$ cat config.mk
export PLATFORM = sky130hd
export DESIGN_NAME = i2s_rx_stream_ctrl
export DESIGN_NICKNAME = d
export VERILOG_FILES = /design/src/rtl/i2s_rx_stream_ctrl.sv
export SDC_FILE = /design/constraint.sdc
export NUM_CORES = 1
export LEC_CHECK = 0
export CORE_UTILIZATION = 30
export DETAILED_ROUTE_END_ITERATION = 12
export PLACE_DENSITY = 0.59
export SETUP_SLACK_MARGIN = 0.15
export SLEW_MARGIN = 20
export SYNTH_ARGS = -nofsm -noshare
export SYNTH_HDL_FRONTEND = slang
export SYNTH_SLANG_ARGS = --single-unit
export TNS_END_PERCENT = 5
$ cat constraint.sdc
create_clock -name WBs_CLK_i -period 5.55 [get_ports WBs_CLK_i]
set_clock_uncertainty 0.2 [all_clocks]
set_input_delay 1.11 -clock WBs_CLK_i [delete_from_list [all_inputs] [get_ports WBs_CLK_i]]
set_output_delay 1.11 -clock WBs_CLK_i [all_outputs]
set_load 0.01 [all_outputs]
$ cat src/rtl/i2s_rx_stream_ctrl.sv
// I2S slave receiver sequencer and L/R stream packer, fabric clock domain only.
// Define I2S_RX_CTRL_OVF_CNT_EN to build the saturating dropped-word counter on ovf_cnt_o.
module i2s_rx_stream_ctrl #(
    parameter int ARM_TIMEOUT = 1024,
    parameter int ACT_CYCLES  = 4,
    parameter int OVF_CNT_W   = 8
) (
    input  logic                 WBs_CLK_i,
    input  logic                 WBs_RST_n_i,
    input  logic                 rx_en_i,
    input  logic [1:0]           mode_i,
    input  logic                 err_clr_i,
    input  logic                 i2s_dis_i,
    input  logic                 push_left_i,
    input  logic                 push_right_i,
    input  logic [15:0]          data_left_i,
    input  logic [15:0]          data_right_i,
    input  logic                 fifo_full_i,
    output logic                 I2S_S_EN_o,
    output logic                 fifo_push_o,
    output logic [31:0]          fifo_data_o,
    output logic [1:0]           state_o,
    output logic                 clk_lost_o,
    output logic                 ovf_o,
    output logic [OVF_CNT_W-1:0] ovf_cnt_o,
    output logic                 irq_o
);

    localparam logic [1:0] ST_IDLE = 2'd0;
    localparam logic [1:0] ST_ARM  = 2'd1;
    localparam logic [1:0] ST_SYNC = 2'd2;
    localparam logic [1:0] ST_RUN  = 2'd3;

    localparam logic [1:0] MODE_LEFT  = 2'b01;
    localparam logic [1:0] MODE_RIGHT = 2'b10;

    localparam int ACT_W = $clog2(ACT_CYCLES + 1);
    localparam int TMO_W = $clog2(ARM_TIMEOUT);
    localparam logic [ACT_W-1:0] ACT_LAST = ACT_W'(ACT_CYCLES - 1);
    localparam logic [TMO_W-1:0] TMO_LAST = TMO_W'(ARM_TIMEOUT - 1);

    logic [1:0]       state_q, state_d;
    logic [1:0]       mode_q, mode_d;
    logic [ACT_W-1:0] act_q, act_d;
    logic [TMO_W-1:0] tmo_q, tmo_d;
    logic [15:0]      hold_q, hold_d;
    logic             lv_q, lv_d;
    logic             lost_set;
    logic             emit;
    logic [31:0]      emit_word;
    logic             ovf_set;
    logic             write_d;
    logic             lost_d, ovf_d;
    logic             mono_mode;

    logic             en_q;
    logic             push_q;
    logic [31:0]      data_q;
    logic             lost_q;
    logic             ovf_q;
    logic             irq_q;

    assign mono_mode = (mode_q == MODE_LEFT) || (mode_q == MODE_RIGHT);

    // Sequencer: dropping rx_en_i wins over everything; ARM waits for a run of
    // bit-clock activity and gives up after the timeout window.
    always_comb begin
        state_d  = state_q;
        mode_d   = mode_q;
        act_d    = act_q;
        tmo_d    = tmo_q;
        lost_set = 1'b0;
        if (!rx_en_i) begin
            state_d = ST_IDLE;
            act_d   = '0;
            tmo_d   = '0;
        end else begin
            case (state_q)
                ST_IDLE: begin
                    state_d = ST_ARM;
                    mode_d  = mode_i;
                    act_d   = '0;
                    tmo_d   = '0;
                end
                ST_ARM: begin
                    act_d = i2s_dis_i ? '0 : act_q + ACT_W'(1);
                    tmo_d = tmo_q + TMO_W'(1);
                    if (!i2s_dis_i && (act_q == ACT_LAST)) begin
                        state_d = mono_mode ? ST_RUN : ST_SYNC;
                        act_d   = '0;
                        tmo_d   = '0;
                    end else if (tmo_q == TMO_LAST) begin
                        state_d  = ST_IDLE;
                        lost_set = 1'b1;
                        act_d    = '0;
                        tmo_d    = '0;
                    end
                end
                ST_SYNC: begin
                    if (i2s_dis_i) begin
                        state_d  = ST_ARM;
                        lost_set = 1'b1;
                    end else if (push_left_i) begin
                        state_d = ST_RUN;
                    end
                end
                ST_RUN: begin
                    if (i2s_dis_i) begin
                        state_d  = ST_ARM;
                        lost_set = 1'b1;
                    end
                end
                default: state_d = ST_IDLE;
            endcase
        end
    end

    // Packer: in stereo the right half is resolved against the old hold value
    // before a coincident left overwrites it.
    always_comb begin
        hold_d    = hold_q;
        lv_d      = lv_q;
        emit      = 1'b0;
        emit_word = '0;
        if (!rx_en_i || i2s_dis_i) begin
            lv_d = 1'b0;
        end else if (state_q == ST_SYNC) begin
            if (push_left_i) begin
                hold_d = data_left_i;
                lv_d   = 1'b1;
            end
        end else if (state_q == ST_RUN) begin
            if (mode_q == MODE_LEFT) begin
                if (push_left_i) begin
                    emit      = 1'b1;
                    emit_word = {data_left_i, 16'h0000};
                end
            end else if (mode_q == MODE_RIGHT) begin
                if (push_right_i) begin
                    emit      = 1'b1;
                    emit_word = {16'h0000, data_right_i};
                end
            end else begin
                if (push_right_i && lv_q) begin
                    emit      = 1'b1;
                    emit_word = {hold_q, data_right_i};
                    lv_d      = 1'b0;
                end
                if (push_left_i) begin
                    hold_d = data_left_i;
                    lv_d   = 1'b1;
                end
            end
        end else begin
            lv_d = 1'b0;
        end
    end

    assign write_d = emit && !fifo_full_i;
    assign ovf_set = emit && fifo_full_i;
    assign lost_d  = lost_set || (lost_q && !err_clr_i);
    assign ovf_d   = ovf_set || (ovf_q && !err_clr_i);

    always_ff @(posedge WBs_CLK_i or negedge WBs_RST_n_i) begin
        if (!WBs_RST_n_i) begin
            state_q <= ST_IDLE;
            mode_q  <= 2'b00;
            act_q   <= '0;
            tmo_q   <= '0;
            hold_q  <= 16'h0000;
            lv_q    <= 1'b0;
            en_q    <= 1'b0;
            push_q  <= 1'b0;
            data_q  <= 32'h0000_0000;
            lost_q  <= 1'b0;
            ovf_q   <= 1'b0;
            irq_q   <= 1'b0;
        end else begin
            state_q <= state_d;
            mode_q  <= mode_d;
            act_q   <= act_d;
            tmo_q   <= tmo_d;
            hold_q  <= hold_d;
            lv_q    <= lv_d;
            en_q    <= (state_d != ST_IDLE);
            push_q  <= write_d;
            if (write_d) begin
                data_q <= emit_word;
            end
            lost_q  <= lost_d;
            ovf_q   <= ovf_d;
            irq_q   <= lost_d || ovf_d;
        end
    end

`ifdef I2S_RX_CTRL_OVF_CNT_EN
    logic [OVF_CNT_W-1:0] ovf_cnt_q;

    // A drop in the same cycle as a clear restarts the count at one.
    always_ff @(posedge WBs_CLK_i or negedge WBs_RST_n_i) begin
        if (!WBs_RST_n_i) begin
            ovf_cnt_q <= '0;
        end else if (ovf_set) begin
            if (err_clr_i) begin
                ovf_cnt_q <= OVF_CNT_W'(1);
            end else if (ovf_cnt_q != '1) begin
                ovf_cnt_q <= ovf_cnt_q + OVF_CNT_W'(1);
            end
        end else if (err_clr_i) begin
            ovf_cnt_q <= '0;
        end
    end

    assign ovf_cnt_o = ovf_cnt_q;
`else
    assign ovf_cnt_o = '0;
`endif

    assign I2S_S_EN_o  = en_q;
    assign fifo_push_o = push_q;
    assign fifo_data_o = data_q;
    assign state_o     = state_q;
    assign clk_lost_o  = lost_q;
    assign ovf_o       = ovf_q;
    assign irq_o       = irq_q;

endmodule

==> flow_metrics.tcl <==
set metrics [dict create \
    io_buffers 80 \
    setup-violations-final 0 \
    die_y_um 107.6 \
    multiInputGateArea_sq_um 1445 \
    yosys.area.top_type "dfrtp_1" \
    path_class "input port to flop" \
    start_util_pct 30.87 \
    antenna_found_initial 0 \
    fin_tns_setup_ps 0 \
    timing_hold_violations_final 0 \
    initialDrtViolationCount 85 \
    cts_buffers 9 \
    worstHoldStart "fifo_data_o[0]$_DFFE_PN0P_" \
    synthCells 287 \
    fin_crit_sh_pct 62.93 \
    grt-ovfl-total 0 \
    syn_area_sq_um 3347 \
    wl_per_cell_um 14.88 \
    arrival_ps 3520 \
    core_area_sq_um 10840 \
    yosys_warnings 0 \
    synthDistinctLibCells 46 \
    relSlewSlack_pct 37.95 \
    critPathLaunchType "input port" \
    first_pass_iters 4 \
    leakagePower_nw 2.077 \
    ioPinCount 89 \
    crit-reg2reg-launch "mode_q[1]$_DFFE_PN0P_" \
    layout_common_cells "clkdlybuf4s50_1 (79), dfrtp_1 (71), mux2_2 (30)" \
    area_growth_syn_to_layout_pct 32.60 \
    finalInstanceArea_sq_um 4438 \
    whs_path_depth 1 \
    routabilityCongestion 0.7150 \
    syn_area_per_cell_sq_um 11.66 \
    worst-slew-pin-transition_ps 929.3 \
    hpwl_um 5358 \
    cts.path.max_buffers 2 \
    status "complete, no violations" \
    cts_setup_buffers 0 \
    path_clk_slew_ps 70 \
    synth_edf_count 0 \
    drv_cap 0 \
    finalCriticalPeriod_ps 3493 \
    async_flop_share_pct 100.0 \
    num_antenna_cells 0 \
    ys_ff_latch 71 \
    row_count 38 \
    chipWidth_um 107.6 \
    via_count 2490 \
    synth_top_area_share_pct 53.08 \
    htreeDepth 3 \
    track_usage_pct 13.44 \
    cts.sinks 71 \
    insertion_delay_ps 340 \
    cts_hold_buf 0 \
    cts-resized-gates 0 \
    mostFrequentLayoutCell "clkdlybuf4s50_1" \
    vdd_drop_max_v 0.00009653 \
    regArea_sq_um 1777 \
    cts_tree "built" \
    rsz0062_at_grt "false" \
    ys_seq_area_share_pct 53.08 \
    post_dp_cell_area_sq_um 4230 \
    grt_first_pass_wirelength_um 11900 \
    rrSetupSlack_ps 2620 \
    die_area_sq_um 11580 \
    cts_root_buffer "clkbuf_8" \
    slowest_stage "o21ai_2" \
    synth_flop_cell "dfrtp_1" \
    critical_path.endpoint_type "flop" \
    maxSlewViolCount 0 \
    power_density_nw_per_um2 241.9 \
    critPathRequiredTime_ps 5570 \
    ant_nets 0 \
    ff2ff_path_depth 7 \
    cp_max_fo 18 \
    crit_chain "clkdlybuf4s50_1 -> and2_1 -> nor2b_1 -> o21ai_2 -> buf_4 -> mux2_2" \
    max_freq_ghz 0.2863 \
    grt_pass1_vias 2313 \
    drc 0 \
    min_path_type "flop to flop" \
    vias_per_cell 4.911 \
    drive_gt1_share_pct 15.53 \
    min_to "fifo_data_o[0]$_DFFE_PN0P_" \
    fill_cells 1034 \
    wirelength_um 7542 \
    fin_nets 409 \
    synth_area_leaders "dfrtp_1 (53%), mux2_2 (10%), a21o_1 (3.8%)" \
    critPathMaxStageDelay_ps 560 \
    rr_endpoint "fifo_data_o[27]$_DFFE_PN0P_" \
    grt_max_degree 37 \
]
where the power goes:
part	switching (W)	total, W	internal [W]
clock network	0.000196	0.000427	0.000231
logic	0.0000553	0.000110	0.0000549
registers	0.00000851	0.000536	0.000527
total	0.000260	0.00107	0.000814
registers in the layout, indices dropped and copies added, names as in the netlist:
name,count
tmo_q,10
act_q,3
state_o,2
clk_lost_o,1
fifo_data_o,32
mode_q,2
hold_q,16
fifo_push_o,1
ovf_o,1
lv_q,1
I2S_S_EN_o,1
irq_o,1
metal layers:
metal | up-vias | GRT usage, % | part of all wire [%]
met4 | 0 | 5.871 | 1.6
met2 | 69 | 19.64 | 45
met1 | 1216 | 18.90 | 47
met5 | - | 0 | 0
met3 | 10 | 3.027 | 5.7
li1 | 1195 | - | -
cell usage after synthesis (5+ instances only):
cell type and instances:
a21o_1 17, a22o_1 11, a22oi_1 6, and3_1 6, buf_2 7, buf_4 11
clkbuf_1 7, dfrtp_1 71, ha_1 5, inv_1 6, mux2_2 30, nand2_1 13
nand3_1 7, nor2_1 11, nor2b_1 5, nor4b_1 12, o21ai_0 12
critical path: cells and delay by family:
family / cells / cell delay (ps)
and+or+nand+nor: 2 / 650
buffers and inverters: 2 / 830
muxes: 1 / 360
AOI/OAI and AO/OA: 1 / 560
logic make-up (layout without fill, tap and decap cells):
group	after synthesis	in the layout	synth area share, %
AND/OR/NAND/NOR	80	80	14.62
flip-flops	71	71	53.08
AO/OA/AOI/OAI	67	67	14.58
multiplexers	32	32	10.77
buffers and inverters	31	104	4.972
adder cells (fa/ha/maj)	5	5	1.869
other	1	8	0.1120
area by class of cell:
cell class	instances	share of cell area (%)
clock buffer	11	3.411
sequential	71	40.03
timing repair buffer	82	18.27
multi-input combinational	192	32.56
tap	140	3.947
inverter	6	0.5075
clock inverter	5	1.269
stage by stage:
stage | setup WS (ps) | utilization (%) | std cells | hold slack (ps) | power, W
final | 2057 | 40.94 | 507 | 278.5 | 0.001074
after global routing | 1898 | 40.94 | 507 | 298.2 | 0.001125
after CTS | 2054 | 40.94 | 507 | 282.4 | 0.001091
after detailed placement | 1684 | 39.02 | 491 | 265.2 | 0.0006575
after global placement | 1729 | 39.02 | 491 | 263.6 | 0.0006558
after floorplan | 2926 | - | 294 | 251.2 | 0.0005974
how the worst max path moves through the flow:
| stage | from | end | slack (ps) | cells past startpoint |
|---|---|---|---|---|
| finish | push_left_i | fifo_data_o[27]$_DFFE_PN0P_ | 2060 | 6 |
| global route | push_left_i | fifo_data_o[27]$_DFFE_PN0P_ | 1900 | 6 |
| CTS | push_left_i | fifo_data_o[27]$_DFFE_PN0P_ | 2050 | 6 |
| detailed placement | push_left_i | fifo_data_o[27]$_DFFE_PN0P_ | 1680 | 6 |
| global placement | push_left_i | fifo_data_o[29]$_DFFE_PN0P_ | 1730 | 6 |
| floorplan | push_left_i | fifo_data_o[16]$_DFFE_PN0P_ | 2930 | 6 |
Note: power is estimated with default switching activity, not from simulation.
